<file path="src/rtl/fir_pkg.sv">
`timescale 1ns/1ps
// fir_pkg: shared types and constants for the time-multiplexed FIR sequencer.
//   sample_t     : signed Q2.13 sample/coefficient/product word
//   Q_FRAC/Q_ONE : fixed-point format (13 fraction bits, 1.0 = 0x2000)
//   SAT_MAX/MIN  : clamp bounds of a 16-bit Q2.13 word
//   state_t      : sequencer states IDLE / MAC / OUT
//   saturate()   : clamps a wide signed value into a dw-bit signed range
package fir_pkg;

  typedef logic signed [15:0] sample_t;

  localparam int      Q_FRAC  = 13;
  localparam sample_t Q_ONE   = 16'sh2000;
  localparam sample_t SAT_MAX = 16'sh7fff;
  localparam sample_t SAT_MIN = 16'sh8000;

  typedef enum logic [1:0] {
    IDLE = 2'd0,
    MAC  = 2'd1,
    OUT  = 2'd2
  } state_t;

  // Clamp val to [-2**(dw-1), 2**(dw-1)-1]; the caller truncates to dw bits.
  function automatic logic signed [63:0] saturate(input logic signed [63:0] val,
                                                  input int dw);
    logic signed [63:0] hi;
    logic signed [63:0] lo;
    hi = (64'sd1 <<< (dw - 1)) - 64'sd1;
    lo = -(64'sd1 <<< (dw - 1));
    if (val > hi) begin
      saturate = hi;
    end else if (val < lo) begin
      saturate = lo;
    end else begin
      saturate = val;
    end
  endfunction

endpackage

</file>
<file path="src/rtl/fir_mac_sequencer_coef_bank.sv">
`timescale 1ns/1ps
// fir_coef_bank: coefficient register file for the FIR sequencer.
//   clk, rst_n : clock, asynchronous active-low reset (bank clears to 0)
//   wr_en      : write request, already qualified by the caller as legal-state
//   wr_addr    : tap index to write; indices >= NTAPS are refused
//   wr_data    : coefficient value
//   rd_addr    : tap index for the combinational read port
//   rd_data    : coefficient at rd_addr
//   range_err  : wr_en with an out-of-range wr_addr (combinational)
module fir_coef_bank
  import fir_pkg::*;
#(
  parameter int NTAPS = 8,
  parameter int DW    = 16,
  parameter int AW    = 6
) (
  input  logic                       clk,
  input  logic                       rst_n,
  input  logic                       wr_en,
  input  logic [AW-1:0]              wr_addr,
  input  logic [DW-1:0]              wr_data,
  input  logic [$clog2(NTAPS)-1:0]   rd_addr,
  output logic [DW-1:0]              rd_data,
  output logic                       range_err
);

  localparam int KW = $clog2(NTAPS);

  logic [DW-1:0] coef_r [NTAPS];
  logic          addr_ok_s;

  // One extra bit so NTAPS itself is representable when NTAPS == 2**AW.
  assign addr_ok_s = ({1'b0, wr_addr} < (AW+1)'(NTAPS));
  assign range_err = wr_en & ~addr_ok_s;

  // Coefficient storage: decoded write, refused when the address is out of range.
  always_ff @(posedge clk or negedge rst_n) begin
    if (!rst_n) begin
      for (int i = 0; i < NTAPS; i++) begin
        coef_r[i] <= '0;
      end
    end else begin
      for (int i = 0; i < NTAPS; i++) begin
        if (wr_en && addr_ok_s && (wr_addr == AW'(i))) begin
          coef_r[i] <= wr_data;
        end
      end
    end
  end

  // Combinational read mux.
  always_comb begin
    rd_data = '0;
    for (int i = 0; i < NTAPS; i++) begin
      if (rd_addr == KW'(i)) begin
        rd_data = coef_r[i];
      end else begin
        rd_data = rd_data;
      end
    end
  end

endmodule

</file>
<file path="src/rtl/fir_mac_sequencer.sv">
`timescale 1ns/1ps
// fir_mac_sequencer: time-multiplexed FIR. Each accepted sample is written
// into a circular delay line, then NTAPS cycles of MAC through one shared
// external multiplier produce a saturated Q2.13 output.
//   clk, rst_n          : clock, asynchronous active-low reset
//   in_valid/in_ready   : sample input handshake; in_sample is Q2.13
//   out_valid/out_ready : result handshake; out_sample held until taken
//   coef_we/addr/data   : coefficient write port (legal only in IDLE)
//   cfg_err             : one-cycle pulse on a refused write or flush
//   flush               : clears delay line and write pointer (IDLE only)
//   mul_a/mul_b/mul_p   : external multiplier operands and (a*b)>>>13 result
//   busy                : sequencer not in IDLE
module fir_mac_sequencer
  import fir_pkg::*;
#(
  parameter int NTAPS = 8,
  parameter int DW    = 16,
  parameter int AW    = 6
) (
  input  logic          clk,
  input  logic          rst_n,
  input  logic          in_valid,
  output logic          in_ready,
  input  logic [DW-1:0] in_sample,
  output logic          out_valid,
  input  logic          out_ready,
  output logic [DW-1:0] out_sample,
  input  logic          coef_we,
  input  logic [AW-1:0] coef_addr,
  input  logic [DW-1:0] coef_data,
  output logic          cfg_err,
  input  logic          flush,
  output logic [DW-1:0] mul_a,
  output logic [DW-1:0] mul_b,
  input  logic [DW-1:0] mul_p,
  output logic          busy
);

  localparam int PW   = $clog2(NTAPS);
  localparam int ACCW = DW + PW;
  localparam logic [PW-1:0] LAST = PW'(NTAPS - 1);

  state_t                 state_r;
  state_t                 state_nxt_s;
  logic [DW-1:0]          delay_r [NTAPS];
  logic [PW-1:0]          wr_ptr_r;
  logic [PW-1:0]          rd_ptr_r;
  logic [PW-1:0]          k_r;
  logic signed [ACCW-1:0] acc_r;
  logic signed [ACCW-1:0] sum_s;
  logic signed [63:0]     sum64_s;
  logic [DW-1:0]          out_sample_r;
  logic                   out_valid_r;
  logic                   cfg_err_r;
  logic [DW-1:0]          coef_rd_s;
  logic                   idle_s;
  logic                   accept_s;
  logic                   range_err_s;

  assign idle_s   = (state_r == IDLE);
  assign accept_s = in_valid & in_ready;

  // Running sum including the current product, sign-extended to the accumulator width.
  assign sum_s   = acc_r + $signed({{(ACCW-DW){mul_p[DW-1]}}, mul_p});
  assign sum64_s = {{(64-ACCW){sum_s[ACCW-1]}}, sum_s};

  assign out_sample = out_sample_r;
  assign out_valid  = out_valid_r;
  assign cfg_err    = cfg_err_r;

  fir_coef_bank #(
    .NTAPS (NTAPS),
    .DW    (DW),
    .AW    (AW)
  ) u_coef_bank (
    .clk       (clk),
    .rst_n     (rst_n),
    .wr_en     (coef_we & idle_s),
    .wr_addr   (coef_addr),
    .wr_data   (coef_data),
    .rd_addr   (k_r),
    .rd_data   (coef_rd_s),
    .range_err (range_err_s)
  );

  // State register.
  always_ff @(posedge clk or negedge rst_n) begin
    if (!rst_n) begin
      state_r <= IDLE;
    end else begin
      state_r <= state_nxt_s;
    end
  end

  // Next-state logic.
  always_comb begin
    state_nxt_s = state_r;
    case (state_r)
      IDLE: begin
        if (accept_s) begin
          state_nxt_s = MAC;
        end else begin
          state_nxt_s = IDLE;
        end
      end
      MAC: begin
        if (k_r == LAST) begin
          state_nxt_s = OUT;
        end else begin
          state_nxt_s = MAC;
        end
      end
      OUT: begin
        if (out_ready) begin
          state_nxt_s = IDLE;
        end else begin
          state_nxt_s = OUT;
        end
      end
      default: state_nxt_s = IDLE;
    endcase
  end

  // State-decoded outputs; operands are forced to zero outside MAC.
  always_comb begin
    in_ready = 1'b0;
    busy     = 1'b1;
    mul_a    = '0;
    mul_b    = '0;
    case (state_r)
      IDLE: begin
        in_ready = ~flush;
        busy     = 1'b0;
      end
      MAC: begin
        mul_a = delay_r[rd_ptr_r];
        mul_b = coef_rd_s;
      end
      OUT: begin
        in_ready = 1'b0;
      end
      default: begin
        busy = 1'b1;
      end
    endcase
  end

  // Datapath: delay line, pointers, accumulator, output register, config error pulse.
  always_ff @(posedge clk or negedge rst_n) begin
    if (!rst_n) begin
      for (int i = 0; i < NTAPS; i++) begin
        delay_r[i] <= '0;
      end
      wr_ptr_r     <= '0;
      rd_ptr_r     <= '0;
      k_r          <= '0;
      acc_r        <= '0;
      out_sample_r <= '0;
      out_valid_r  <= 1'b0;
      cfg_err_r    <= 1'b0;
    end else begin
      cfg_err_r <= ((coef_we | flush) & ~idle_s) | range_err_s;
      case (state_r)
        IDLE: begin
          // flush takes priority over an incoming sample (in_ready is low).
          if (flush) begin
            for (int i = 0; i < NTAPS; i++) begin
              delay_r[i] <= '0;
            end
            wr_ptr_r <= '0;
          end else if (in_valid) begin
            delay_r[wr_ptr_r] <= in_sample;
            rd_ptr_r          <= wr_ptr_r;
            wr_ptr_r          <= (wr_ptr_r == LAST) ? '0 : wr_ptr_r + PW'(1);
            k_r               <= '0;
            acc_r             <= '0;
          end
        end
        MAC: begin
          // Walk backwards through history: newest sample pairs with coef[0].
          acc_r    <= sum_s;
          rd_ptr_r <= (rd_ptr_r == '0) ? LAST : rd_ptr_r - PW'(1);
          k_r      <= k_r + PW'(1);
          if (k_r == LAST) begin
            out_sample_r <= DW'(saturate(sum64_s, DW));
            out_valid_r  <= 1'b1;
          end
        end
        OUT: begin
          if (out_ready) begin
            out_valid_r <= 1'b0;
          end
        end
        default: begin
          out_valid_r <= 1'b0;
        end
      endcase
    end
  end

endmodule

</file>
<file path="config.mk">
export PLATFORM = sky130hd
export DESIGN_NAME = fir_mac_sequencer
export DESIGN_NICKNAME = d
export VERILOG_FILES = /design/src/rtl/fir_pkg.sv /design/src/rtl/fir_mac_sequencer_coef_bank.sv /design/src/rtl/fir_mac_sequencer.sv
export SDC_FILE = /design/constraint.sdc
export NUM_CORES = 1
export LEC_CHECK = 0
export CAP_MARGIN = 20
export CORE_ASPECT_RATIO = 0.75
export CORE_UTILIZATION = 39
export DETAILED_ROUTE_END_ITERATION = 6
export DONT_BUFFER_PORTS = 1
export GPL_TIMING_DRIVEN = 0
export MAX_ROUTING_LAYER = met4
export PLACE_DENSITY_LB_ADDON = 0.08
export SLEW_MARGIN = 20
export SYNTH_ARGS = -nofsm -noshare
export SYNTH_HDL_FRONTEND = slang
export SYNTH_SLANG_ARGS = --single-unit
</file>
<file path="constraint.sdc">
create_clock -name clk -period 5.7 [get_ports clk]
set_clock_uncertainty 0.05 [all_clocks]
set_input_delay 1.14 -clock clk [delete_from_list [all_inputs] [get_ports clk]]
set_output_delay 1.14 -clock clk [all_outputs]
set_load 0.05 [all_outputs]
</file>
==> results of run 1 <==
==> through the flow <==
| step | hold slack [ns] | worst slack (ns) | util, % | power, W | instance area [um^2] |
|---|---|---|---|---|---|
| finish | 0.279 | 0.394 | 44.4 | 0.00817 | 15900 |
| global route | 0.260 | 0.173 | 44.4 | 0.00867 | 15900 |
| floorplan | 0.395 | 1.39 | - | 0.00519 | 14300 |
| global placement | 0.409 | 0.457 | 41.3 | 0.00597 | 14800 |
| detailed placement | 0.415 | 0.862 | 41.3 | 0.00604 | 14900 |
| CTS | 0.244 | 0.277 | 44.3 | 0.00823 | 15900 |
==> layer usage <==
metal  up-vias  routed length (um)
met5         -                   0
met4         0                 683
met3        48                1940
met2       229               16800
met1      5396               21100
li1       4706                   -
==> cells in the final DEF (no fill, tap or decap), types with 4 or more instances in the layout <==
master and n:
mux4_2 32, nand2_1 203, buf_1 6, clkbuf_1 82
o21ai_2 5, o21ai_1 19, dfrtp_1 304, mux2i_1 17
a21oi_1 46, a222oi_1 16, clkbuf_8 10, xor2_1 5
a211oi_1 16, nor3_1 18, nand3b_1 7, buf_2 4
a221o_1 16, clkbuf_16 35, xnor2_1 12, nand3_1 25
mux2_2 128, inv_1 15, nor2_1 71, ha_1 28
and2_1 6, a22oi_1 16, o21ai_0 141
==> final cells by class <==
type,instances,area [um^2],share of cell area [%]
Clock buffer,57,1060,6.64
Buffer,83,339,2.13
Tap cell,465,582,3.65
Sequential cell,304,7610,47.7
Clock inverter,3,18.8,0.118
Multi-Input combinational cell,885,6280,39.4
Inverter,16,60.1,0.377
==> path summary, 6_finish.rpt <==
path                            startpoint                      to  depth (start not counted)
min in group clk                delay_r[9]              delay_r[9]                          2
max in group asynchronous            rst_n  u_coef_bank.coef_r[33]                          0
worst min register to register  delay_r[9]              delay_r[9]                          2
worst max register to register  state_r[0]  u_coef_bank.coef_r[54]                          7
worst min-delay path                 rst_n             delay_r[50]                          0
worst max-delay path                k_r[2]                mul_b[4]                          9
==> cells in the mapped netlist (4+ instances only) <==
| library cell | n | area share, % |
|---|---|---|
| clkbuf_1 | 70 | 1.8 |
| mux4_2 | 32 | 5.1 |
| dfrtp_1 | 304 | 53 |
| xnor2_1 | 12 | 0.74 |
| nor3_1 | 19 | 0.67 |
| mux2_2 | 128 | 10 |
| a222oi_1 | 16 | 1.1 |
| inv_1 | 15 | 0.39 |
| nor2_1 | 72 | 1.9 |
| xor2_1 | 5 | 0.31 |
| mux2i_1 | 17 | 1.2 |
| a21oi_1 | 46 | 1.6 |
| nand2_1 | 203 | 5.3 |
| a221o_1 | 16 | 1.1 |
| a211oi_1 | 16 | 0.84 |
| o21ai_1 | 8 | 0.28 |
| and2_1 | 6 | 0.26 |
| buf_1 | 6 | 0.16 |
| nand3b_1 | 7 | 0.37 |
| buf_2 | 4 | 0.14 |
| ha_1 | 28 | 2.5 |
| o21ai_0 | 157 | 5.5 |
| nand3_1 | 25 | 0.88 |
| a22oi_1 | 16 | 0.84 |
==> worst register-to-register path: stages, from the launching register on <==
cell and delay [ns]:
dfrtp_1 0.43, or2_2 0.31, clkbuf_1 0.42, nor4_1 0.76, nand3b_1 0.42, nor3b_2 0.66
buf_2 0.38, mux2_2 0.37
==> state kept, by name, summed over array words and instances, names as in the netlist <==
| signal | count |
|---|---|
| acc_r | 19 |
| cfg_err | 1 |
| delay_r | 128 |
| k_r | 3 |
| out_sample | 16 |
| out_valid | 1 |
| rd_ptr_r | 3 |
| state_r | 2 |
| u_coef_bank.coef_r | 128 |
| wr_ptr_r | 3 |
==> where the power goes <==
| group | total, W | switching (W) | internal [W] | leakage (nW) |
|---|---|---|---|---|
| Combinational | 0.00297 | 0.00197 | 0.00100 | 2.65 |
| Clock | 0.00215 | 0.000883 | 0.00126 | 0.530 |
| Sequential | 0.00305 | 0.000474 | 0.00258 | 4.09 |
| Total | 0.00817 | 0.00332 | 0.00484 | 7.27 |
==> logic make-up after synthesis <==
group / synth area share [%]
AOI/OAI and AO/OA: 13.1
muxes: 16.4
adders and majority gates: 2.60
DFF: 53.4
and+or+nand+nor: 10.7
buffers and inverters: 2.80
xor gates and xnor gates: 1.04
==> flow_summary_export.csv, run 1 <==
group,metric,value,unit
floorplan,row_count,60,
grt,overflow,0,
layout,areaGrowthSynthToFinish,11.9,%
cts,cts_buffer_depth,3,
cts,cts_sinks,304,
drt,drtIter0Drc,890,
power_and_ir_drop,leakagePower,7.27,nW
timing,setup_viol,0,
floorplan,initial_core_util,39.7,%
layout,drive_gt1_share,17.4,%
worst_setup_path,path_buf_inv,3,
drt,vias,10379,
cts,clk_latency,0.53,ns
power_and_ir_drop,peakVddDrop,188,uV
worst_setup_path,crit_chain,"clkinv_1 -> clkbuf_1 -> ha_1 -> clkbuf_1 -> nor3_1 -> a21oi_1 -> a211oi_1 -> a21oi_1 -> o21ai_1",
job,maxCapViolCount,0,
drt,viasPerCell,5.72,
worst_setup_path,worstPathArrival,4.12,ns
worst_setup_path,ff2ff_setup_slack,1.77,ns
timing,rsz0062_at_grt,"no",
timing,worstMarginPinSlew,1.19,ns
worst_setup_path,crit_family,"compound AO/OA/AOI/OAI gates",
grt,grt_pass1_vias,10288,
cts,clk_pin_slew,0.06,ns
worst_setup_path,cp-start-kind,"register",
timing,period_share,93.1,%
yosys,ys_seq_area_share,53.4,%
yosys,async_flop_share,100,%
yosys,yosysWarningCount,0,
yosys,synth_seq_cells,304,
layout,antenna_cells,0,
grt,met1_usage,35.8,%
layout,fill_cells,3375,
cts,cts.repair.resized,0,
cts,postCtsHoldBufs,0,
drt,wl_per_cell,22.3,um
yosys,synth_edf_count,0,
timing,hold_viol,0,
grt,grt_first_pass_wirelength,63.8,mm
cts,cts_tree,"done",
worst_setup_path,critical_path_class,"reg2out",
worst_setup_path,cp.required,4.51,ns
timing,relSlewSlack,19.9,%
cts,cts-htree-levels,2,
cts,clock-root-buffer,"clkbuf_16",
grt,antenna_found_initial,0,
drt,first_pass_iters,7,
yosys,syn_area,14300,um^2
drt,routed_wirelength,40.5,mm
placed_design,io_buffer_count,0,
timing,period_minus_slack,5.31,ns
drt,drc,0,
worst_setup_path,cp_max_fo,10,
outcome,status,"finished clean",
yosys,syn-num-nets,1377,
layout,finalNonFillerCells,1813,
grt,grt_max_degree,305,
floorplan,fp.dieW,223,um
drt,antenna_left,0,
hold_path,min-delay-path-class,"in2async",
worst_setup_path,endpoint_kind,"output pin",
floorplan,io-pin-count,112,
timing,max_freq,0.188,GHz
grt,grtUsageMet3,3.61,%
grt,track_usage,23.0,%
timing,slew_violations,0,
floorplan,design.die.area,37300,um^2
yosys,ys.flop_type,"dfrtp_1",
timing,fin_tns_setup,0,ns
placed_design,post-dp-hpwl,28.3,mm
floorplan,die_h,168,um
floorplan,core_area,36000,um^2
placed_design,numPlacedInstances,1753,
power_and_ir_drop,p_per_area,512,nW/um^2
worst_setup_path,critPathMaxStageDelay,0.93,ns
cts,post_cts.repair.setup_buffers,0,
grt,use_met2,30.8,%
placed_design,place.gp.congestion,0.834,
yosys,syn_inst,1288,
layout,finalNetCount,1413,
cts,cts_buffers,34,
worst_setup_path,critical-path-slowest-cell,"o21ai_1",
yosys,synth_area_per_cell,11.1,um^2
grt,top_usage_layer,"met1",
yosys,ys_types,57,
Power figures use the tool's default switching activity.
==> run 2: changes to the inputs <==
- DONT_BUFFER_PORTS: 1 -> not set
==> run 2 against run 1 <==
  * Hold slack improved by 0.14 ns
  * Count of clock-buffer cells in the layout fell by 9
  * Design area rose by 7.4%
  * Clock power barely moved
  * Sequential cell count did not move
  * Sequential power fell by 7.2%
  * Power rose by 3.7%
  * Critical endpoint is now mul_b[3]
  * Largest power group is now combinational logic
==> flow_summary_export.csv, run 2 (synthesis results as in run 1) <==
group,metric,value,unit
worst_setup_path,crit_family,"buffers and inverters",
drt,drc,0,
timing,slew_violations,0,
worst_setup_path,critPathMaxStageDelay,0.92,ns
drt,drt-met1-wl,20.9,mm
worst_setup_path,cp.required,4.51,ns
drt,wl_per_cell,21.2,um
power_and_ir_drop,clockPowerShare,25.3,%
timing,setup_viol,0,
job,maxCapViolCount,0,
power_and_ir_drop,leakagePower,7.84,nW
power_and_ir_drop,p_switching,0.00335,W
worst_setup_path,crit_start,"k_r[2]",
worst_setup_path,path_buf_inv,4,
floorplan,row_count,60,
floorplan,die_h,168,um
worst_setup_path,critical_path_class,"reg2out",
layout,most-common-layout-cells,"304 x dfrtp_1, 203 x nand2_1, 157 x o21ai_0, 128 x mux2_2, 101 x clkdlybuf4s50_1",
cts,cts-htree-levels,2,
power_and_ir_drop,peakVddDrop,194,uV
layout,final_common_cell,"dfrtp_1",
grt,antenna_found_initial,1,
drt,viasPerCell,5.56,
floorplan,design.die.area,37300,um^2
layout,finalNonFillerCells,1919,
floorplan,core_area,36000,um^2
grt,track_usage,23.1,%
placed_design,place.gp.congestion,0.797,
worst_setup_path,endpoint_kind,"output pin",
drt,top_layer_used,"met4",
cts,cts_buffer_depth,3,
worst_setup_path,worstPathArrival,4.26,ns
outcome,status,"finished clean",
layout,areaGrowthSynthToFinish,20.2,%
cts,clk_latency,0.52,ns
drt,dr_wl_met2,17.3,mm
worst_setup_path,timing.rr.start,"state_r[0]",
power_and_ir_drop,power,0.00847,W
timing,period_minus_slack,5.45,ns
power_and_ir_drop,comb_power_share,41.3,%
timing,period_share,95.5,%
worst_setup_path,crit_chain,"clkinv_1 -> clkbuf_1 -> ha_1 -> clkbuf_1 -> nor3_1 -> a21oi_1 -> a211oi_1 -> a21oi_1 -> o21ai_0 -> clkdlybuf4s50_1",
layout,biggestRegsByFlops,"delay_r x128, u_coef_bank.coef_r x128, acc_r x19",
hold_path,min_from,"delay_r[115]",
grt,grt_max_degree,97,
placed_design,numPlacedInstances,1866,
power_and_ir_drop,sequentialPowerShare,33.4,%
worst_setup_path,critical-path-slowest-cell,"clkdlybuf4s50_1",
placed_design,io_buffer_count,109,
timing,max_freq,0.184,GHz
cts,cts_buffers,34,
worst_setup_path,cp-start-kind,"register",
power_and_ir_drop,sw_frac_of_total,39.6,%
grt,overflow,0,
cts,post_cts.repair.setup_buffers,0,
drt,vias,10676,
floorplan,initial_core_util,39.7,%
cts,cts_tree,"done",
worst_setup_path,cp_max_fo,10,
drt,antenna_left,0,
timing,worstMarginPinSlew,1.07,ns
hold_path,min-delay-path-class,"reg2reg",
layout,finalNetCount,1526,
grt,grt_pass1_vias,10785,
floorplan,io-pin-count,112,
timing,relSlewSlack,28.9,%
drt,drtIter0Drc,951,
grt,grt_first_pass_wirelength,64.4,mm
floorplan,fp.dieW,223,um
layout,drive_gt1_share,15.9,%
timing,hold_viol,0,
power_and_ir_drop,internal_power,0.00512,W
cts,clk_pin_slew,0.06,ns
drt,first_pass_iters,6,
drt,routed_wirelength,40.8,mm
power_and_ir_drop,p_per_area,494,nW/um^2
placed_design,post-dp-hpwl,29.0,mm
cts,clock-root-buffer,"clkbuf_16",
cts,cts_sinks,304,
drt,dr_wl_met3,2.06,mm
-- run 2: path summary, 6_finish.rpt --
path,depth (start not counted),end,slack [ns]
setup / recovery,10,mul_b[3],0.25
hold / removal,2,delay_r[115],0.42
setup reg to reg,7,u_coef_bank.coef_r[39],2.08
hold reg to reg,2,delay_r[115],0.42
max in group asynchronous,4,u_coef_bank.coef_r[80],3.64
min in group asynchronous,1,delay_r[34],0.44
-- run 2: per-stage QoR --
| stage | cell area (um^2) | TNS [ns] | setup slack (ns) | hold WS [ns] | utilization (%) |
|---|---|---|---|---|---|
| floorplan | 14300 | 0 | 1.39 | 0.395 | - |
| global placement | 15900 | -3155.69 | -10.43 | 0.408 | 44.3 |
| detailed placement | 16100 | 0 | 0.664 | 0.415 | 44.6 |
| CTS | 17100 | 0 | 0.106 | 0.428 | 47.6 |
| global route | 17100 | -0.00300 | -0.00300 | 0.451 | 47.7 |
| finish | 17100 | 0 | 0.255 | 0.424 | 47.7 |
-- run 2: layout make-up --
type / count / area, um^2
Inverter: 16 / 60.1
Multi-Input combinational cell: 885 / 6260
Clock buffer: 48 / 985
Clock inverter: 4 / 73.8
Tap cell: 465 / 582
Fill cell: 3375 / 18800
Sequential cell: 304 / 7610
Timing Repair Buffer: 113 / 1220
Antenna cell: 1 / 2.50
Buffer: 83 / 339
-- run 2: repair_timing --
action,CTS,global route
setup endpoints to repair,0,15
resized for setup,0,8
hold buffers,0,0
-- run 2: layer usage --
layer / track usage, % / vias up
li1: - / 4928
met1: 35.5 / 5455
met2: 32.3 / 258
met3: 3.07 / 35
met4: 4.86 / 0
met5: - / -
-- run 2: power groups by stage --
stage | combinational, W | sequential (W) | clock (W)
after floorplan | 0.00218 | 0.00301 | 0
after global placement | 0.00346 | 0.00286 | 0
after detailed placement | 0.00350 | 0.00286 | 0
after CTS | 0.00351 | 0.00283 | 0.00220
after global routing | 0.00382 | 0.00288 | 0.00229
final | 0.00350 | 0.00283 | 0.00214
-- run 2: worst register-to-register path: stages (launching register included) --
cell and delay [ns]:
dfrtp_1 0.42, or2_2 0.31, clkbuf_1 0.21, nor4_1 0.68
nand3b_1 0.38, nor2_1 0.67, buf_2 0.40, mux2_2 0.37
